### config.mk
export PLATFORM = sky130hd
export DESIGN_NAME = bus_datapath_p
export DESIGN_NICKNAME = d
export VERILOG_FILES = /design/src/rtl/bus_datapath_pkg.sv /design/src/rtl/bus_datapath_memif.sv /design/src/rtl/bus_datapath_p.sv
export SDC_FILE = /design/constraint.sdc
export NUM_CORES = 2
export LEC_CHECK = 0
export CAP_MARGIN = 20
export CORE_UTILIZATION = 45
export DETAILED_ROUTE_END_ITERATION = 6
export DONT_BUFFER_PORTS = 1
export HOLD_SLACK_MARGIN = 0.08
export PLACE_DENSITY = 0.59
export RECOVER_POWER = 100
export SKIP_LAST_GASP = 1
export SLEW_MARGIN = 20
export SYNTH_ARGS = -nofsm -noshare
export SYNTH_HDL_FRONTEND = slang
export SYNTH_HIERARCHICAL = 1
export SYNTH_SLANG_ARGS = --single-unit
### constraint.sdc
create_clock -name clk -period 8.85 [get_ports clk]
set_input_delay 0 -clock clk [delete_from_list [all_inputs] [get_ports clk]]
set_output_delay 0 -clock clk [all_outputs]
set_load 0.005 [all_outputs]
### src/rtl/bus_datapath_pkg.sv
// Shared types for the bus datapath: bus-source selects, ALU opcodes,
// condition codes and the memory-interface FSM states.
package bus_datapath_pkg;

  typedef enum logic [2:0] {
    SRC_RF  = 3'd0,
    SRC_Z   = 3'd1,
    SRC_PC  = 3'd2,
    SRC_MDR = 3'd3,
    SRC_EXT = 3'd4
  } bus_src_e;

  typedef enum logic [3:0] {
    ALU_ADD  = 4'd0,
    ALU_SUB  = 4'd1,
    ALU_AND  = 4'd2,
    ALU_OR   = 4'd3,
    ALU_SHL  = 4'd4,
    ALU_SHR  = 4'd5,
    ALU_SRA  = 4'd6,
    ALU_NOT  = 4'd7,
    ALU_NEG  = 4'd8,
    ALU_PASS = 4'd9
  } alu_op_e;

  typedef enum logic [1:0] {
    COND_ZERO    = 2'd0,
    COND_NONZERO = 2'd1,
    COND_POS     = 2'd2,
    COND_NEG     = 2'd3
  } cond_e;

  typedef enum logic [1:0] {
    MEM_IDLE = 2'd0,
    MEM_REQ  = 2'd1,
    MEM_DONE = 2'd2
  } mem_state_e;

endpackage

### src/rtl/bus_datapath_memif.sv
// Memory-cycle controller for the bus datapath.
// A start pulse in IDLE latches address, direction and write data, then
// holds mem_req until mem_ack; one DONE cycle follows before IDLE.
// Optional feature: define MEM_TIMEOUT_EN to abandon a request after
// TIMEOUT cycles without mem_ack (mem_err pulses for one cycle).
// Ports:
//   clk, clr            clock, asynchronous active-low reset
//   start_rd, start_wr  start pulses (read wins when both are high)
//   addr, wdata         MAR slice and MDR, captured on leaving IDLE
//   mem_ack             memory acknowledge (honoured only in REQ)
//   mem_req, mem_we     request strobe and direction of the cycle in flight
//   mem_addr, mem_wdata latched address / write data
//   busy                high in REQ and DONE
//   mem_err             one-cycle timeout pulse (0 without MEM_TIMEOUT_EN)
//   mdr_load            combinational: load MDR from mem_rdata this edge
module bus_datapath_memif
  import bus_datapath_pkg::*;
#(
  parameter int DATA_W  = 32,
  parameter int ADDR_W  = 9,
  parameter int TIMEOUT = 15
) (
  input  logic              clk,
  input  logic              clr,
  input  logic              start_rd,
  input  logic              start_wr,
  input  logic [ADDR_W-1:0] addr,
  input  logic [DATA_W-1:0] wdata,
  input  logic              mem_ack,
  output logic              mem_req,
  output logic              mem_we,
  output logic [ADDR_W-1:0] mem_addr,
  output logic [DATA_W-1:0] mem_wdata,
  output logic              busy,
  output logic              mem_err,
  output logic              mdr_load
);

  mem_state_e state;

  // A read completes on the edge that leaves REQ with mem_ack high.
  assign mdr_load = (state == MEM_REQ) && mem_ack && !mem_we;

`ifdef MEM_TIMEOUT_EN
  localparam int CNT_W = (TIMEOUT < 2) ? 1 : $clog2(TIMEOUT + 1);
  logic [CNT_W-1:0] cnt;

  always_ff @(posedge clk or negedge clr) begin
    if (!clr) begin
      state     <= MEM_IDLE;
      mem_req   <= 1'b0;
      mem_we    <= 1'b0;
      mem_addr  <= '0;
      mem_wdata <= '0;
      busy      <= 1'b0;
      mem_err   <= 1'b0;
      cnt       <= '0;
    end else begin
      mem_err <= 1'b0;
      case (state)
        MEM_IDLE: begin
          if (start_rd || start_wr) begin
            state     <= MEM_REQ;
            mem_req   <= 1'b1;
            busy      <= 1'b1;
            mem_we    <= !start_rd;
            mem_addr  <= addr;
            mem_wdata <= wdata;
            cnt       <= '0;
          end
        end
        MEM_REQ: begin
          if (mem_ack) begin
            state   <= MEM_DONE;
            mem_req <= 1'b0;
          end else if (cnt == CNT_W'(TIMEOUT - 1)) begin
            // Give up: MDR is left untouched, the error is flagged once.
            state   <= MEM_IDLE;
            mem_req <= 1'b0;
            busy    <= 1'b0;
            mem_err <= 1'b1;
          end else begin
            cnt <= cnt + 1'b1;
          end
        end
        MEM_DONE: begin
          state <= MEM_IDLE;
          busy  <= 1'b0;
        end
        default: begin
          state   <= MEM_IDLE;
          mem_req <= 1'b0;
          busy    <= 1'b0;
        end
      endcase
    end
  end
`else
  // No timeout: a request waits for mem_ack indefinitely.
  logic [31:0] unused_timeout;
  assign unused_timeout = 32'(TIMEOUT);
  assign mem_err = 1'b0;

  always_ff @(posedge clk or negedge clr) begin
    if (!clr) begin
      state     <= MEM_IDLE;
      mem_req   <= 1'b0;
      mem_we    <= 1'b0;
      mem_addr  <= '0;
      mem_wdata <= '0;
      busy      <= 1'b0;
    end else begin
      case (state)
        MEM_IDLE: begin
          if (start_rd || start_wr) begin
            state     <= MEM_REQ;
            mem_req   <= 1'b1;
            busy      <= 1'b1;
            mem_we    <= !start_rd;
            mem_addr  <= addr;
            mem_wdata <= wdata;
          end
        end
        MEM_REQ: begin
          if (mem_ack) begin
            state   <= MEM_DONE;
            mem_req <= 1'b0;
          end
        end
        MEM_DONE: begin
          state <= MEM_IDLE;
          busy  <= 1'b0;
        end
        default: begin
          state   <= MEM_IDLE;
          mem_req <= 1'b0;
          busy    <= 1'b0;
        end
      endcase
    end
  end
`endif

endmodule

### src/rtl/bus_datapath_p.sv
// Single-bus processor datapath: register file, Y/Z ALU registers, PC,
// MAR/MDR and a condition flag, all loaded from one combinational bus.
// Memory cycles are run by bus_datapath_memif.
// Optional feature: MEM_TIMEOUT_EN (memory request timeout, see memif).
// Ports:
//   clk, clr                   clock, asynchronous active-low reset
//   bus_src                    0 RF, 1 Z, 2 PC, 3 MDR, 4 ext_in, 5-7 zero
//   rf_rd_idx/rf_wr_idx/rf_wr_en register-file read / write control
//   r0_zero                    RF index 0 reads as zero on the bus
//   Yin Zin PCin MARin MDRin CONin, pc_inc  register load enables
//   alu_op, cond, ext_in       ALU opcode, condition select, external data
//   mem_rd, mem_wr, busy       memory cycle start / in progress
//   mem_req mem_we mem_addr mem_wdata mem_rdata mem_ack  memory handshake
//   bus_out, con_out, mem_err  bus value, condition flag, timeout pulse
module bus_datapath_p
  import bus_datapath_pkg::*;
#(
  parameter int DATA_W  = 32,
  parameter int NREGS   = 16,
  parameter int ADDR_W  = 9,
  parameter int TIMEOUT = 15,
  localparam int RIDX_W = $clog2(NREGS)
) (
  input  logic              clk,
  input  logic              clr,
  input  logic [2:0]        bus_src,
  input  logic [RIDX_W-1:0] rf_rd_idx,
  input  logic [RIDX_W-1:0] rf_wr_idx,
  input  logic              rf_wr_en,
  input  logic              r0_zero,
  input  logic              Yin,
  input  logic              Zin,
  input  logic              PCin,
  input  logic              MARin,
  input  logic              MDRin,
  input  logic              CONin,
  input  logic              pc_inc,
  input  logic [3:0]        alu_op,
  input  logic [1:0]        cond,
  input  logic [DATA_W-1:0] ext_in,
  input  logic              mem_rd,
  input  logic              mem_wr,
  output logic              busy,
  output logic              mem_req,
  output logic              mem_we,
  output logic [ADDR_W-1:0] mem_addr,
  output logic [DATA_W-1:0] mem_wdata,
  input  logic [DATA_W-1:0] mem_rdata,
  input  logic              mem_ack,
  output logic [DATA_W-1:0] bus_out,
  output logic              con_out,
  output logic              mem_err
);

  localparam int SH_W = $clog2(DATA_W);

  logic [DATA_W-1:0] rf [NREGS];
  logic [DATA_W-1:0] y, z, pc, mar, mdr;
  logic [DATA_W-1:0] bus, alu_res;
  logic              mdr_load;

  function automatic logic [DATA_W-1:0] alu_f(
    input logic [3:0]        op,
    input logic [DATA_W-1:0] a,
    input logic [DATA_W-1:0] b
  );
    logic [SH_W-1:0]          sh;
    logic signed [DATA_W-1:0] a_s;
    sh  = b[SH_W-1:0];
    a_s = a;
    case (op)
      ALU_ADD:  alu_f = a + b;
      ALU_SUB:  alu_f = a - b;
      ALU_AND:  alu_f = a & b;
      ALU_OR:   alu_f = a | b;
      ALU_SHL:  alu_f = a << sh;
      ALU_SHR:  alu_f = a >> sh;
      ALU_SRA:  alu_f = a_s >>> sh;
      ALU_NOT:  alu_f = ~b;
      ALU_NEG:  alu_f = '0 - b;
      ALU_PASS: alu_f = b;
      default:  alu_f = '0;
    endcase
  endfunction

  function automatic logic cond_f(input logic [1:0] c, input logic [DATA_W-1:0] b);
    case (c)
      COND_ZERO:    cond_f = (b == '0);
      COND_NONZERO: cond_f = (b != '0);
      COND_POS:     cond_f = !b[DATA_W-1];
      default:      cond_f = b[DATA_W-1];
    endcase
  endfunction

  always_comb begin
    bus = '0;
    case (bus_src)
      SRC_RF:  bus = (r0_zero && rf_rd_idx == '0) ? '0 : rf[rf_rd_idx];
      SRC_Z:   bus = z;
      SRC_PC:  bus = pc;
      SRC_MDR: bus = mdr;
      SRC_EXT: bus = ext_in;
      default: bus = '0;
    endcase
  end

  assign bus_out = bus;
  assign alu_res = alu_f(alu_op, y, bus);

  always_ff @(posedge clk or negedge clr) begin
    if (!clr) begin
      for (int i = 0; i < NREGS; i++) rf[i] <= '0;
      y       <= '0;
      z       <= '0;
      pc      <= '0;
      mar     <= '0;
      mdr     <= '0;
      con_out <= 1'b0;
    end else begin
      if (rf_wr_en) rf[rf_wr_idx] <= bus;
      if (Yin)      y <= bus;
      if (Zin)      z <= alu_res;
      // An explicit PC load overrides the increment.
      if (PCin)        pc <= bus;
      else if (pc_inc) pc <= pc + 1'b1;
      if (MARin)    mar <= bus;
      // Returning read data takes priority over a bus load of MDR.
      if (mdr_load)   mdr <= mem_rdata;
      else if (MDRin) mdr <= bus;
      if (CONin)    con_out <= cond_f(cond, bus);
    end
  end

  if (ADDR_W < DATA_W) begin : g_mar_hi
    logic unused_mar_hi;
    assign unused_mar_hi = ^mar[DATA_W-1:ADDR_W];
  end

  bus_datapath_memif #(
    .DATA_W (DATA_W),
    .ADDR_W (ADDR_W),
    .TIMEOUT(TIMEOUT)
  ) u_memif (
    .clk      (clk),
    .clr      (clr),
    .start_rd (mem_rd),
    .start_wr (mem_wr),
    .addr     (mar[ADDR_W-1:0]),
    .wdata    (mdr),
    .mem_ack  (mem_ack),
    .mem_req  (mem_req),
    .mem_we   (mem_we),
    .mem_addr (mem_addr),
    .mem_wdata(mem_wdata),
    .busy     (busy),
    .mem_err  (mem_err),
    .mdr_load (mdr_load)
  );

endmodule
==> flow_metrics.env <==
export IMPL_die_h_microns=299
export IMPL_cp_required_ns=9.44
export IMPL_skew_ns=0.0260
export IMPL_worst_ep_arrival_time_ns=7.90
export IMPL_synth_warnings=6
export IMPL_synth_most_common_cell="dfrtp_1"
export IMPL_async_flop_share_pct=100
export IMPL_synth_edf_count=0
export IMPL_timing_final_crit_share_pct=82.5
export IMPL_cts_resized=0
export IMPL_cp_depth=17
export IMPL_synthCells=4251
export IMPL_grt_pass1_vias=33000
export IMPL_routed_wirelength_microns=151000
export IMPL_synth_area_leaders="dfrtp_1 (44%), mux4_2 (7.4%), a21oi_1 (6.4%)"
export IMPL_grt_use_total_pct=33.6
export IMPL_ctsLongestPathBuffers=3
export IMPL_ys_flop_type="dfrtp_1"
export IMPL_htreeDepth=3
export IMPL_wl_per_cell_microns=27.8
export IMPL_cts_sink_count=696
export IMPL_violations="max-capacitance violations, max-slew violations"
export IMPL_drtPass1Iterations=7
export IMPL_crit_chain="mux4_2 -> mux2_2 -> nand2_1 -> and4_1 -> clkbuf_1 -> inv_2 -> ha_1 -> nand3_1 -> nor3_1 -> a211oi_1 -> o21ai_0 -> nor4b_1 -> o31ai_1 -> a21oi_1 -> nand4b_1 -> a21oi_1 -> o41a_1"
export IMPL_power_density_nw_per_um2=258
export IMPL_end_kind="register"
export IMPL_cp_common_cell="a21oi_1"
export IMPL_synth_avg_cell_area_sq_um=9.36
export IMPL_r2r_slack_ns=1.54
export IMPL_cts_buffers=80
export IMPL_path_buf_inv=2
export IMPL_synth_top_area_share_pct=43.8
export IMPL_peakVddDrop_mv=0.265
export IMPL_dieArea_sq_um=89600
export IMPL_clk_latency_ns=0.66
export IMPL_start_kind="register"
export IMPL_r2r_end="z[29]"
export IMPL_maxSlewViolCount=974
export IMPL_relSlewSlack_pct=-220
export IMPL_vias=34500
export IMPL_synth_commonest_cells="dfrtp_1 (696), nor2_1 (608), a21oi_1 (505)"
export IMPL_dp_hpwl_microns=97100
export IMPL_overflow=0
export IMPL_rows=108
export IMPL_tightestPinTransition_ns=4.79
export IMPL_cts_setup_buffers=0
export IMPL_crit_fanout=28
export IMPL_fillers=8138
export IMPL_finalCriticalPeriod_ns=7.31
export IMPL_grt_pass1_wl_microns=224000
export IMPL_clk_pin_slew_ns=0.06
export IMPL_ys_types=111
export IMPL_start_util_pct=45.7
export IMPL_io_pins=173
export IMPL_portBuffers=0
export IMPL_max_stage_delay_ns=1.29
export IMPL_die_width_microns=299
export IMPL_synth_top_area_cell="dfrtp_1"
export IMPL_rr_startpoint="rf[4]"
export IMPL_crit_slowest_cell="clkbuf_1"
export IMPL_finalSetupViolations=0
export IMPL_areaGrowthSynthToFinish_pct=11.7
export IMPL_cts_hold_fix_buffers=151
export IMPL_cts_tree="yes"
export IMPL_first_iter_violations=4530
export IMPL_leakagePower_nw=18.8
export IMPL_tns_ns=0
export IMPL_cap_violations=21
export IMPL_place_congestion=1.11
export IMPL_final_core_util_pct=51.0
export IMPL_path_delay_family="simple AND/OR/NAND/NOR gates"
export IMPL_endpoint="z[29]"
export IMPL_drt_antenna_violating_nets=0
export IMPL_netlist_area_sq_um=39800
export IMPL_critPathKind="reg -> reg"
export IMPL_design_core_area_sq_um=87200
export IMPL_yosysSeqAreaShare_pct=43.8
export IMPL_fmax_mhz=137
export IMPL_drc=0
export IMPL_ys_seq_elements=696
export IMPL_n_antenna_cell=0
export IMPL_finalHoldViolations=0
export IMPL_grt_max_degree=697
export IMPL_outcome="finished, violations left"
export IMPL_vias_per_cell=6.34
export IMPL_layout_nets=4415
export IMPL_antenna_found_initial=4
export IMPL_drive_gt1_share_pct=10.2
export IMPL_min_path_type="in -> reg"
export IMPL_r2r_cells=17
export IMPL_rsz0062_at_grt="false"
export IMPL_finalPower_w=0.0115
export IMPL_syn_nets=4447
export IMPL_ctsRootBufferMaster="clkbuf_16"
export IMPL_startpoint="rf[4]"
## worst min-delay path by stage
stage / from / to / slack, ns / depth (start not counted)
after floorplan: clr / con_out / -0.30 / 0
after CTS: clr / con_out / -0.97 / 0
after global routing: MDRin / mdr[2] / 0.11 / 3
after global placement: clr / con_out / -0.27 / 0
after detailed placement: clr / con_out / -0.28 / 0
final: rf_rd_idx[3] / rf[148] / 0.12 / 5
## cells in the final DEF (no fill, tap or decap), drive strengths merged, types with 52 or more instances in the layout
cell	count
mux2i	100
xnor2	53
a21oi	505
clkbuf	151
nand3	56
nor2	617
a22oi	68
ha	99
nand2	454
dfrtp	696
mux4	133
o21ai	398
dlygate4sd3	149
o22ai	52
inv	83
## stage by stage
step	setup WS [ns]	hold slack (ns)	cells	instance area [sq um]
floorplan	3.93	-0.296	4251	39800
global placement	3.35	-0.266	5132	40400
detailed placement	3.23	-0.278	5132	40400
CTS	3.08	-0.968	5429	44700
global route	1.51	0.114	5438	44400
finish	1.54	0.118	5438	44400
## worst reg2reg max path, delay by kind of cell (launching register included)
| family | cells | cell delay, ns |
|---|---|---|
| muxes | 2 | 0.75 |
| and+or+nand+nor | 6 | 1.97 |
| AOI/OAI and AO/OA | 6 | 1.73 |
| adders and majority gates | 1 | 0.50 |
| buffers and inverters | 2 | 1.93 |
| DFF | 1 | 0.38 |
## report_power, final
part | internal [W] | leakage [nW] | switching, W | total [W]
sequential | 0.00396 | 8.62 | 0.000541 | 0.00450
combinational | 0.00143 | 8.82 | 0.00211 | 0.00353
clock | 0.00202 | 1.37 | 0.00143 | 0.00345
total | 0.00740 | 18.8 | 0.00408 | 0.0115
## layout make-up
class	instances	area [sq um]	area share, %
Clock buffer	112	2350	5.30
Multi-Input combinational cell	3122	20400	45.9
Inverter	82	314	0.707
Tap cell	1155	1450	3.25
Sequential cell	696	17400	39.2
Clock inverter	34	402	0.904
Timing Repair Buffer	237	2110	4.75
## flip-flops by register name (all words and copies together) (netlist names)
name	cells
u_memif/mem_addr	9
u_memif/mem_we	1
pc	32
u_memif/state	2
mdr	32
u_memif/busy	1
con_out	1
u_memif/mem_wdata	32
z	32
y	32
mar	9
u_memif/mem_req	1
rf	512
## cells by family (layout without fill, tap and decap cells)
group / after synthesis / in the layout / share of synthesized area [%]
AO/OA/AOI/OAI: 1336 / 1336 / 20.2
AND/OR/NAND/NOR: 1317 / 1317 / 14.1
flip-flops: 696 / 696 / 43.8
buffers and inverters: 433 / 465 / 4.88
multiplexers: 284 / 284 / 11.9
adder cells (fa/ha/maj): 101 / 101 / 3.21
XOR/XNOR: 83 / 83 / 1.83
other: 1 / 1 / 0.00942
## per-layer routing
layer	vias to the layer above	share of wire, %	GRT usage (%)
li1	15200	-	-
met1	16900	40	44.7
met2	1886	44	51.3
met3	459	11	9.47
met4	6	5.1	14.4
met5	-	0.024	0
No activity file was read; power rests on OpenSTA's default activity.
